**src/rtl/register_universal_pkg.sv**
```systemverilog
// register_universal_pkg
//   Shared definitions for the universal shift register:
//   - shift op encodings carried on the op port
//   - FSM state encoding used by the top-level control
package register_universal_pkg;

  localparam logic [1:0] OP_SLL = 2'b00;
  localparam logic [1:0] OP_SRL = 2'b01;
  localparam logic [1:0] OP_SRA = 2'b10;
  localparam logic [1:0] OP_ROR = 2'b11;

  typedef enum logic {
    ST_IDLE  = 1'b0,
    ST_SHIFT = 1'b1
  } state_t;

endpackage

```
**src/rtl/dff.sv**
```systemverilog
// dff
//   Single storage bit with asynchronous active-low reset to RESET_VAL.
//   Ports:
//     clk  - rising-edge clock
//     rst  - asynchronous active-low reset
//     d    - next value
//     q    - stored value
module dff #(
  parameter logic RESET_VAL = 1'b0
) (
  input  logic clk,
  input  logic rst,
  input  logic d,
  output logic q
);

  always_ff @(posedge clk or negedge rst) begin
    if (!rst) q <= RESET_VAL;
    else      q <= d;
  end

endmodule

```
**src/rtl/shift_step.sv**
```systemverilog
// shift_step
//   Combinational single-bit step of the shift engine.
//   Ports:
//     op        - shift type (OP_SLL / OP_SRL / OP_SRA / OP_ROR)
//     cur       - current register value
//     serial_in - fill bit used by SLL and SRL
//     nxt       - register value after one step
//     bit_out   - bit leaving the register on this step
module shift_step
  import register_universal_pkg::*;
#(
  parameter int WIDTH = 32
) (
  input  logic [1:0]       op,
  input  logic [WIDTH-1:0] cur,
  input  logic             serial_in,
  output logic [WIDTH-1:0] nxt,
  output logic             bit_out
);

  always_comb begin
    nxt     = cur;
    bit_out = cur[0];
    case (op)
      OP_SLL: begin
        nxt     = {cur[WIDTH-2:0], serial_in};
        bit_out = cur[WIDTH-1];
      end
      OP_SRL:  nxt = {serial_in, cur[WIDTH-1:1]};
      OP_SRA:  nxt = {cur[WIDTH-1], cur[WIDTH-1:1]};
      default: nxt = {cur[0], cur[WIDTH-1:1]};  // OP_ROR
    endcase
  end

endmodule

```
**src/rtl/register_universal.sv**
```systemverilog
// register_universal
//   WIDTH-bit register with byte-enabled parallel load and a one-bit-per-clock
//   shift/rotate engine.
//   Ports:
//     clk, rst         - clock, asynchronous active-low reset
//     we, be, D        - parallel write (IDLE only); be[i] covers Q[8i+7:8i]
//     start, op, shamt - shift request (IDLE only); op latched at accept
//     serial_in        - fill bit for SLL/SRL, sampled on every step
//     Q                - register contents
//     serial_out       - last bit shifted/rotated out (held between ops)
//     busy             - FSM is in SHIFT (direct decode of the state register)
//     done             - registered one-cycle completion pulse
//
//   Handshake: start is sampled only while busy=0. A request with shamt=n>0
//   raises busy on the accepting edge, performs n steps on the next n edges,
//   and on the final step edge busy drops and done rises for exactly one
//   cycle. shamt=0 gives done one cycle after the accepting edge with busy
//   never raised. A load (we=1) in the same cycle as start wins and the
//   request is dropped. Because done is only raised as the FSM returns to
//   IDLE, a new start may be presented in the done cycle.
module register_universal
  import register_universal_pkg::*;
#(
  parameter int               WIDTH       = 32,
  parameter int               SHAMT_W     = 5,
  parameter logic [WIDTH-1:0] RESET_VALUE = '0
) (
  input  logic               clk,
  input  logic               rst,
  input  logic               we,
  input  logic [WIDTH/8-1:0] be,
  input  logic [WIDTH-1:0]   D,
  input  logic               start,
  input  logic [1:0]         op,
  input  logic [SHAMT_W-1:0] shamt,
  input  logic               serial_in,
  output logic [WIDTH-1:0]   Q,
  output logic               serial_out,
  output logic               busy,
  output logic               done
);

  localparam int NBYTES = WIDTH / 8;

  state_t             state, state_next;
  logic [SHAMT_W-1:0] cnt, cnt_next;
  logic [1:0]         op_q, op_next;
  logic [WIDTH-1:0]   q_next;
  logic [WIDTH-1:0]   step_q;
  logic               step_bit;
  logic               sout_next;
  logic               done_next;

  shift_step #(.WIDTH(WIDTH)) u_step (
    .op        (op_q),
    .cur       (Q),
    .serial_in (serial_in),
    .nxt       (step_q),
    .bit_out   (step_bit)
  );

  always_comb begin
    state_next = state;
    cnt_next   = cnt;
    op_next    = op_q;
    q_next     = Q;
    sout_next  = serial_out;
    done_next  = 1'b0;
    case (state)
      ST_IDLE: begin
        if (we) begin
          for (int i = 0; i < NBYTES; i++) begin
            if (be[i]) q_next[8*i +: 8] = D[8*i +: 8];
          end
        end else if (start) begin
          if (shamt == '0) begin
            done_next = 1'b1;
          end else begin
            state_next = ST_SHIFT;
            cnt_next   = shamt;
            op_next    = op;
          end
        end
      end
      ST_SHIFT: begin
        q_next    = step_q;
        sout_next = step_bit;
        cnt_next  = cnt - SHAMT_W'(1);
        // cnt==1 means this edge performs the last step.
        if (cnt == SHAMT_W'(1)) begin
          state_next = ST_IDLE;
          done_next  = 1'b1;
        end
      end
      default: state_next = ST_IDLE;
    endcase
  end

  always_ff @(posedge clk or negedge rst) begin
    if (!rst) begin
      state      <= ST_IDLE;
      cnt        <= '0;
      op_q       <= OP_SLL;
      serial_out <= 1'b0;
      done       <= 1'b0;
    end else begin
      state      <= state_next;
      cnt        <= cnt_next;
      op_q       <= op_next;
      serial_out <= sout_next;
      done       <= done_next;
    end
  end

  // Storage bits, each resetting to its own bit of RESET_VALUE.
  for (genvar i = 0; i < WIDTH; i++) begin : g_bits
    dff #(.RESET_VAL(RESET_VALUE[i])) u_bit (
      .clk (clk),
      .rst (rst),
      .d   (q_next[i]),
      .q   (Q[i])
    );
  end

  assign busy = (state == ST_SHIFT);

endmodule

```
**config.mk**
```make
export PLATFORM = sky130hd
export DESIGN_NAME = register_universal
export DESIGN_NICKNAME = d
export VERILOG_FILES = /design/src/rtl/register_universal_pkg.sv /design/src/rtl/dff.sv /design/src/rtl/shift_step.sv /design/src/rtl/register_universal.sv
export SDC_FILE = /design/constraint.sdc
export NUM_CORES = 1
export LEC_CHECK = 0
export BUFFER_PORTS_ARGS = -buffer_cell sky130_fd_sc_hd__buf_2
export CAP_MARGIN = 0
export CORE_UTILIZATION = 56
export DETAILED_ROUTE_END_ITERATION = 10
export HOLD_SLACK_MARGIN = 0.15
export PLACE_DENSITY = 0.9
export SLEW_MARGIN = 20
export SYNTH_ARGS = -nofsm -noshare
export SYNTH_HDL_FRONTEND = slang
export SYNTH_SLANG_ARGS = --single-unit
```
**constraint.sdc**
```tcl
create_clock -name clk -period 4.2 [get_ports clk]
set_clock_uncertainty 0.15 [all_clocks]
set_input_delay 0.63 -clock clk [delete_from_list [all_inputs] [get_ports clk]]
set_output_delay 0.63 -clock clk [all_outputs]
set_load 0.05 [all_outputs]
```
### Word-level counts from Yosys, hierarchy flattened

Index checks and enable logic that the tools add are counted.

| storage, ports and cells | value |
|---|---|
| flip-flop bits (word level) | 42 |
| bits of input ports | 48 |
| output and inout bits | 35 |
| word-level logic and storage cells | 84 |

| operators by class | value |
|---|---|
| equality and inequality tests | 12 |
| bitwise logic cells | 3 |
| mux-type cells | 22 |
| reduce and logical (&&, ||, !) cells | 9 |
| add/sub/neg operators | 1 |

Operator list:

| cell | number |
|---|---|
| 32-bit one-hot mux with 3 select lines | 1 |
| 32-bit one-hot mux with 2 select lines | 1 |
| 32-bit 2-to-1 mux | 1 |
| 8-bit 2-to-1 mux | 4 |
| 2-bit inequality test, second input constant | 9 |
| 5-bit 2-to-1 mux | 3 |
| 5-bit one-hot mux with 2 select lines | 1 |
| 1-bit 2-to-1 mux | 9 |
| 2-bit AND reduction | 4 |
| 3-bit AND reduction | 2 |
| 5-bit by 1-bit == test with 1-bit output, second input constant | 1 |
| 5-bit logical NOT | 1 |
| 5-bit by 1-bit subtractor with 5-bit output, second input constant | 1 |
| 1-bit one-hot mux with 2 select lines | 2 |
| 4-bit AND reduction | 1 |
| 1-bit NOT | 3 |
| 2-bit by 1-bit == test with 1-bit output, second input constant | 1 |
| 2-bit == test, second input constant | 1 |
| 2-bit logical NOT | 1 |

### Logic depth before layout (Yosys ltp)

Gate-level depths: netlist of the first run.

| depth | value |
|---|---|
| word-level depth | 5 |
| depth in mapped cells | 5 |
| depth with buffers taken out | 5 |

### Modules after synthesis

A second synthesis of the first run with hierarchy kept.

| unflattened totals | value |
|---|---|
| cells, all modules | 230 |
| area total of the unflattened synthesis | 2524.9 um^2 |

Modules (own cells, without submodules):

| module | instances | cells each | area each (um^2) | sequential area each (um^2) |
|---|---|---|---|---|
| register_universal | 1 | 161 | 1255.0 | 250.2 |
| dff | 32 | 1 | 25.0 | 25.0 |
| shift_step | 1 | 37 | 469.2 | 0.0 |

### Worst setup path after synthesis of the first run

No wires, ideal clock.

| timing path | value |
|---|---|
| path kind | input to register |
| start point | input shamt[0] |
| end point | register op_q[0] |
| stages on the path | 3 |
| setup slack | 2.461 ns |
| path buffers | 0 |
| arrival time | 1.463 ns |
| data required time | 3.925 ns |
| library setup time | 0.125 ns |
| path through | nor4_4 > a211o_2 > mux2_4 |

| between the ends | value |
|---|---|
| longest elaborated chain between the ends | 3 |

Ends and longest elaborated chain:

| what | line | source |
|---|---|---|
| start: declaration | register_universal.sv:35 | `input logic [SHAMT_W-1:0] shamt,` |
| 5-bit logical NOT | register_universal.sv:76 | `if (shamt == '0) begin` |
| 1-bit NOT (no line) | n/a |  |
| 4-bit AND reduction (no line) | n/a |  |
| end signal: assignment | register_universal.sv:109 | `op_q <= op_next;` |
| end: declaration | register_universal.sv:47 | `logic [1:0] op_q, op_next;` |

Every way passes these cells.
A chain may end at the register's enable or synchronous reset.

### Worst setup path after layout of the first run

| timing path | value |
|---|---|
| start point | input we |
| end point | register g_bits[12].u_bit.q |

| between the ends | value |
|---|---|
| longest elaborated chain between the ends | 2 |

Ends and longest elaborated chain:

| what | line | source |
|---|---|---|
| start: declaration | register_universal.sv:30 | `input logic we,` |
| 2-bit inequality test (no line) | n/a |  |
| 2-bit AND reduction (no line) | n/a |  |
| end signal: assignment | dff.sv:18 | `if (!rst) q <= RESET_VAL;` |
| end signal: assignment | dff.sv:19 | `else q <= d;` |
| end: declaration | dff.sv:14 | `output logic q` |

Every way passes these cells.

==> flow_summary.toml, run 1 <==
[floorplanning]
die_width_um = 71.4
io-pin-count = 83
core_um2 = 4470
die_height_um = 71.4
start_util = 0.602
std_cell_rows = 24
fp.dieArea_um2 = 5090

[worst_setup_path]
cp_slowest_stage_delay_ns = 0.45
critical_path.startpoint_type = "input port"
critical_path_required_ns = 4.20
critPathTopFamily = "buffers and inverters"
worst_path_max_delay_cell = "sky130_fd_sc_hd__buf_2"
crit_path_max_fanout = 40
crit_end_element = "flip-flop"
worstSetupPathType = "input port to flip-flop"
critPathBufInv = 1
critical_path.cell_chain = "buf_2, nand2_1, a211oi_1, a21oi_1"
worstPathArrival_ns = 1.85

[clock_tree]
cts_post_setup_buffers_inserted = 0
clock_sink_count = 42
clk_transition_reported_paths_ns = 0.08
max-clock-path-buffers = 2
clock_tree_from_tritoncts = "yes"
post_cts_resize_count = 0
tritoncts_buffers = 5
cts-htree-levels = 2
post_cts_hold_buffer_count = 0
cts_root_buf = "sky130_fd_sc_hd__clkbuf_8"
clkLatencyLatePin_ns = 0.30

[layout]
layout.cells.most_common = "sky130_fd_sc_hd__buf_2"
insertedDiodeCount = 0
fin_cells = 368
finalCoreUtilization = 0.667
highest_count_cells_in_the_layout_ignoring_fill_and_taps = "sky130_fd_sc_hd__buf_2 (82), sky130_fd_sc_hd__dfrtp_1 (41), sky130_fd_sc_hd__a21oi_1 (34)"
multiInputGateArea_um2 = 1290
syn2layout_area_growth_pct = 10.8
fin_nets = 365
filler_cell_count = 381
final-seq-area_um2 = 1050
final_design_area_excluding_fillers_um2 = 2980
post_route_cells_drive_above_1_share = 0.313

[synthesis]
synthesis.instances = 272
dominant_combinational_cell_family_by_area_after_synthesis = "compound AO/OA/AOI/OAI gates"
netlist_area_um2 = 2690
synth-adder-area-share = 0.00929
asyncSetResetFlopFracSynth = 1.00
synth_simple_gate_area_share = 0.133
synth_warnings = 0
synth_seq_area_share = 0.390
yosysUniqueCellTypes = 39
seq_cells_post_synth = 42
synth_xor_xnor_area_share = 0.00325
ys.flop_type = "sky130_fd_sc_hd__dfrtp_1"
mappedNetlistNets = 322
synth_area_per_cell_um2 = 9.90
synth-edff-count = 0
post_synth_mux_area_share = 0.134
synth-compound-area-share = 0.201

[route]
drt_pre_antenna_iters = 7
drt_iter0_markers = 159
via_per_inst = 5.97
routedWlPerCell_um = 15.7
detail_route.wirelength_mm = 5.79
routed-via-count = 2197
drc_errors = 9
postRouteAntennaNets = 0

[run_status]
outcome = "complete, but fails checks"
violations = "DRC"

[sta]
setup_violations = 0
max_freq_mhz = 539
fin_crit_sh = 0.442
fin_tns_setup_ns = 0
rsz0062_at_grt = "false"
worst_hold_margin_ns = 0.306
max_slew.worst_pin.slew_ns = 0.916
slew_headroom = 0.389
final.min_clock_period_ns = 1.85
drv_slew = 0
timing_hold_violations_final = 0

[global_route]
vias_in_the_first_global_route = 2164
antenna_found_initial = 0
grt_util_all_layers = 0.239
grt_max_degree = 86
grt_overflow = 0
wire_length_of_the_first_global_routing_pass_mm = 9.65

[min_path]
timing.hold.worst.class = "input port to asynchronous set/reset pin"

[placed_design]
routabilityCongestion = 0.800
post-dp-hpwl_mm = 4.02
post_dp_cell_area_um2 = 2850
io_buffers = 82
placedCellCount = 359

[power_and_ir_drop]
power.leakage_uw = 0.00143
vdd_ir_drop_max_uv = 500
power_density_nw_per_um2 = 891

[flow_run]
drv_cap = 0
[flip-flops by register name, indices dropped and copies added, names as in the netlist]
name	flops
busy	1
cnt	5
done	1
g_bits.u_bit.q	32
op_q	2
serial_out	1
[cells in the mapped netlist (2+ instances only)]
cell                       instances  area (µm²)
sky130_fd_sc_hd__inv_1             5        18.8
sky130_fd_sc_hd__a211oi_1         33         248
sky130_fd_sc_hd__o21ai_0           2        10.0
sky130_fd_sc_hd__buf_4            32         240
sky130_fd_sc_hd__nor3_1            2        10.0
sky130_fd_sc_hd__clkbuf_1          6        22.5
sky130_fd_sc_hd__mux2i_1          33         330
sky130_fd_sc_hd__and3_1           31         194
sky130_fd_sc_hd__mux2_4            2        30.0
sky130_fd_sc_hd__nand2_1           6        22.5
sky130_fd_sc_hd__buf_6             3        33.8
sky130_fd_sc_hd__buf_2             7        35.0
sky130_fd_sc_hd__o311ai_1          2        17.5
sky130_fd_sc_hd__ha_1              2        25.0
sky130_fd_sc_hd__a21oi_1          34         170
sky130_fd_sc_hd__nor2_1            3        11.3
sky130_fd_sc_hd__dfrtp_1          42        1050
sky130_fd_sc_hd__nand3_1           3        15.0
sky130_fd_sc_hd__nor2b_1           3        18.8
sky130_fd_sc_hd__a22oi_1           2        15.0
[cells by family after synthesis]
family | Yosys count
xor gates and xnor gates | 1
buffers and inverters | 53
muxes | 35
AOI/OAI and AO/OA | 83
DFF | 42
adders and majority gates | 2
and+or+nand+nor | 56
[where the power goes]
part,switching (µW),total [µW],internal (µW)
clock,144,321,177
combinational,1010,1520,506
sequential,212,820,608
[metrics by stage]
| stage | setup WS, ns | total power (µW) |
|---|---|---|
| global route | 2.19 | 2820 |
| CTS | 2.12 | 2640 |
| finish | 2.35 | 2660 |
| global placement | 2.15 | 2280 |
| detailed placement | 2.06 | 2320 |
| floorplan | 2.46 | 2230 |
[worst paths after layout]
kind | start | depth (start not counted) | endpoint | slack (ns)
worst max register to register | op_q[0] | 4 | g_bits[12].u_bit.q | 2.36
worst min-delay path | rst | 1 | g_bits[11].u_bit.q | 0.31
min in group clk | serial_out | 2 | serial_out | 0.39
worst max-delay path | we | 4 | g_bits[12].u_bit.q | 2.35
max in group asynchronous | rst | 1 | busy | 2.96
worst min register to register | serial_out | 2 | serial_out | 0.39
[layer usage]
metal	track usage	up-vias	wire [µm]
met4	0.0822	0	61
met5	0	-	0
met3	0.0436	7	351
met2	0.413	77	2770
li1	-	1070	-
met1	0.303	1043	2610
[area by class of cell]
cell class                 instances  area share
multi-input combinational        177       0.433
tap                               52      0.0218
timing repair buffer              84       0.149
sequential                        42       0.353
inverter                           5     0.00629
clock buffer                       6      0.0243
clock inverter                     2      0.0126
No activity file was read; power rests on OpenSTA's default activity.
==> inputs of run 2 (changes only) <==
--- a/config.mk
+++ b/config.mk
@@ -7,10 +7,10 @@
 export LEC_CHECK = 0
 export BUFFER_PORTS_ARGS = -buffer_cell sky130_fd_sc_hd__buf_2
 export CAP_MARGIN = 0
-export CORE_UTILIZATION = 56
+export CORE_UTILIZATION = 52
 export DETAILED_ROUTE_END_ITERATION = 10
 export HOLD_SLACK_MARGIN = 0.15
-export PLACE_DENSITY = 0.9
+export PLACE_DENSITY = 0.85
 export SLEW_MARGIN = 20
 export SYNTH_ARGS = -nofsm -noshare
 export SYNTH_HDL_FRONTEND = slang
==> constraint.sdc (replaced) <==
create_clock -name clk -period 1.75 [get_ports clk]
set_clock_uncertainty 0.15 [all_clocks]
set_input_delay 0.2625 -clock clk [delete_from_list [all_inputs] [get_ports clk]]
set_output_delay 0.2625 -clock clk [all_outputs]
set_load 0.05 [all_outputs]
==> run 2 against run 1 <==
Net effect:
- the run now ends clean
- worst setup slack worse by 2.3 ns
- via count is 1.8% higher
- first-iteration DRC count shrank 20%
- count of clock-buffer cells in the layout fell by 1
- hold slack worse by 0.14 ns
- final cell count grew 6.0%
- wire length up 2.6%
- register-to-register slack worse by 2.1 ns
==> flow_summary.toml, run 2 (same netlist as run 1, synthesis figures left out) <==
[worst_setup_path]
crit_path_max_fanout = 5
rrSetupSlack_ns = 0.30
critPathBufInv = 2
crit-reg2reg-launch = "op_q[0]"
worstPathArrival_ns = 1.70
worstSetupPathType = "input port to flip-flop"
critical_path.cell_chain = "dlygate4sd3_1, buf_2, nor4_4, a211o_2, mux2_4"
crit_end_element = "flip-flop"
cp_slowest_stage_delay_ns = 0.53
worst_path_max_delay_cell = "sky130_fd_sc_hd__dlygate4sd3_1"
reg2regPathDepth = 4
critPathTopFamily = "buffers and inverters"
r2r-end = "g_bits[1].u_bit.q"
critical_path.startpoint_type = "input port"
critical_path_required_ns = 1.77

[global_route]
grt_util_all_layers = 0.230
grt_max_degree = 45
antenna_found_initial = 0
wire_length_of_the_first_global_routing_pass_mm = 9.74
vias_in_the_first_global_route = 2030
grt_overflow = 0

[floorplanning]
std_cell_rows = 25
io-pin-count = 83
core_um2 = 4850
fp.dieArea_um2 = 5470
die_height_um = 74.0
start_util = 0.556
die_width_um = 74.0

[route]
routedWlPerCell_um = 15.2
postRouteAntennaNets = 0
drc_errors = 0
drt_iter0_markers = 127
via_per_inst = 5.73
routed-via-count = 2236
detail_route.wirelength_mm = 5.94
drt_pre_antenna_iters = 4

[clock_tree]
cts_root_buf = "sky130_fd_sc_hd__clkbuf_8"
clock_sink_count = 42
tritoncts_buffers = 5
cts_post_setup_buffers_inserted = 0
clk_transition_reported_paths_ns = 0.07
cts-htree-levels = 2
clkLatencyLatePin_ns = 0.29
clock_tree_from_tritoncts = "yes"
max-clock-path-buffers = 2

[layout]
insertedDiodeCount = 0
fin_nets = 373
syn2layout_area_growth_pct = 13.6
layout.cells.most_common = "sky130_fd_sc_hd__buf_2"
post_route_cells_drive_above_1_share = 0.319
layout_top_registers = "g_bits.u_bit.q: 32 flops, cnt: 5 flops, op_q: 2 flops"
filler_cell_count = 433
highest_count_cells_in_the_layout_ignoring_fill_and_taps = "sky130_fd_sc_hd__buf_2 (82), sky130_fd_sc_hd__dfrtp_1 (41), sky130_fd_sc_hd__a21oi_1 (34)"
largest_register_ff_count = 32
largest_register = "g_bits.u_bit.q"

[placed_design]
post-dp-hpwl_mm = 4.15
routabilityCongestion = 0.831
io_buffers = 82

[sta]
fin_tns_setup_ns = 0
slew_headroom = 0.728
fin_crit_sh = 0.955
final.min_clock_period_ns = 1.67
max_freq_mhz = 598
worst_hold_margin_ns = 0.165
rsz0062_at_grt = "false"
setup_violations = 0
max_slew.worst_pin.slew_ns = 0.397
drv_slew = 0
timing_hold_violations_final = 0

[power_and_ir_drop]
power.leakage_uw = 0.00146
power_density_nw_per_um2 = 2040
vdd_ir_drop_max_uv = 1140

[flow_run]
drv_cap = 0

[min_path]
worstHoldEndpoint = "cnt[1]"
min_from = "shamt[1]"
worst_hold_path.num_cells = 3
timing.hold.worst.class = "input port to flip-flop"

[run_status]
outcome = "completed"
==> run 2: worst max-delay path by stage <==
stage | startpoint | endpoint | slack [ns] | depth (start not counted)
CTS | shamt[4] | op_q[0] | 0.08 | 5
global route | shamt[4] | op_q[0] | 0.003 | 5
finish | shamt[4] | op_q[0] | 0.08 | 5
detailed placement | we | op_q[0] | 0.18 | 4
floorplan | busy | g_bits[10].u_bit.q | 0.13 | 3
global placement | we | op_q[1] | 0.21 | 4
==> run 2: what timing repair did <==
action	CTS	global route
hold endpoints to repair	45	0
hold buffers	4	0
resized for setup	0	0
==> run 2: per-layer routing <==
layer | vias up | share of wire | track usage
met5 | - | 0 | 0
met4 | 0 | 0.0071 | 0.0449
met3 | 4 | 0.061 | 0.0420
met2 | 85 | 0.45 | 0.361
met1 | 1062 | 0.48 | 0.337
li1 | 1085 | - | -
==> run 2: where the power goes <==
group	switching, µW	internal [µW]
Clock	309	268
Sequential	550	1460
Combinational	2420	1230
==> run 2: worst reg2reg max path: cells and delay by family, from the launching register on <==
kind | cells | cell delay [ns]
flops | 1 | 0.46
buf+inv | 1 | 0.25
mux | 1 | 0.23
simple gates | 1 | 0.15
compound gates | 1 | 0.09
==> run 2: cell type report <==
type	instances	area [µm²]	share of cell area
clock inverters	2	10.0	0.00327
repair buffers	92	533	0.174
multi-input cells	177	1290	0.422
flip-flops and latches	42	1050	0.344
inverters	5	18.8	0.00613
well taps	67	83.8	0.0274
clock buffers	5	68.8	0.0225
==> run 2: metrics by stage <==
stage / util / cells / setup WS [ns] / total power, µW / area (µm²)
detailed placement: 0.606 / 379 / 0.184 / 5650 / 2940
global placement: 0.606 / 379 / 0.208 / 5560 / 2940
global route: 0.631 / 390 / 0.00295 / 6640 / 3060
floorplan: - / 272 / 0.133 / 5350 / 2690
CTS: 0.631 / 390 / 0.0845 / 6250 / 3060
finish: 0.631 / 390 / 0.0789 / 6240 / 3060
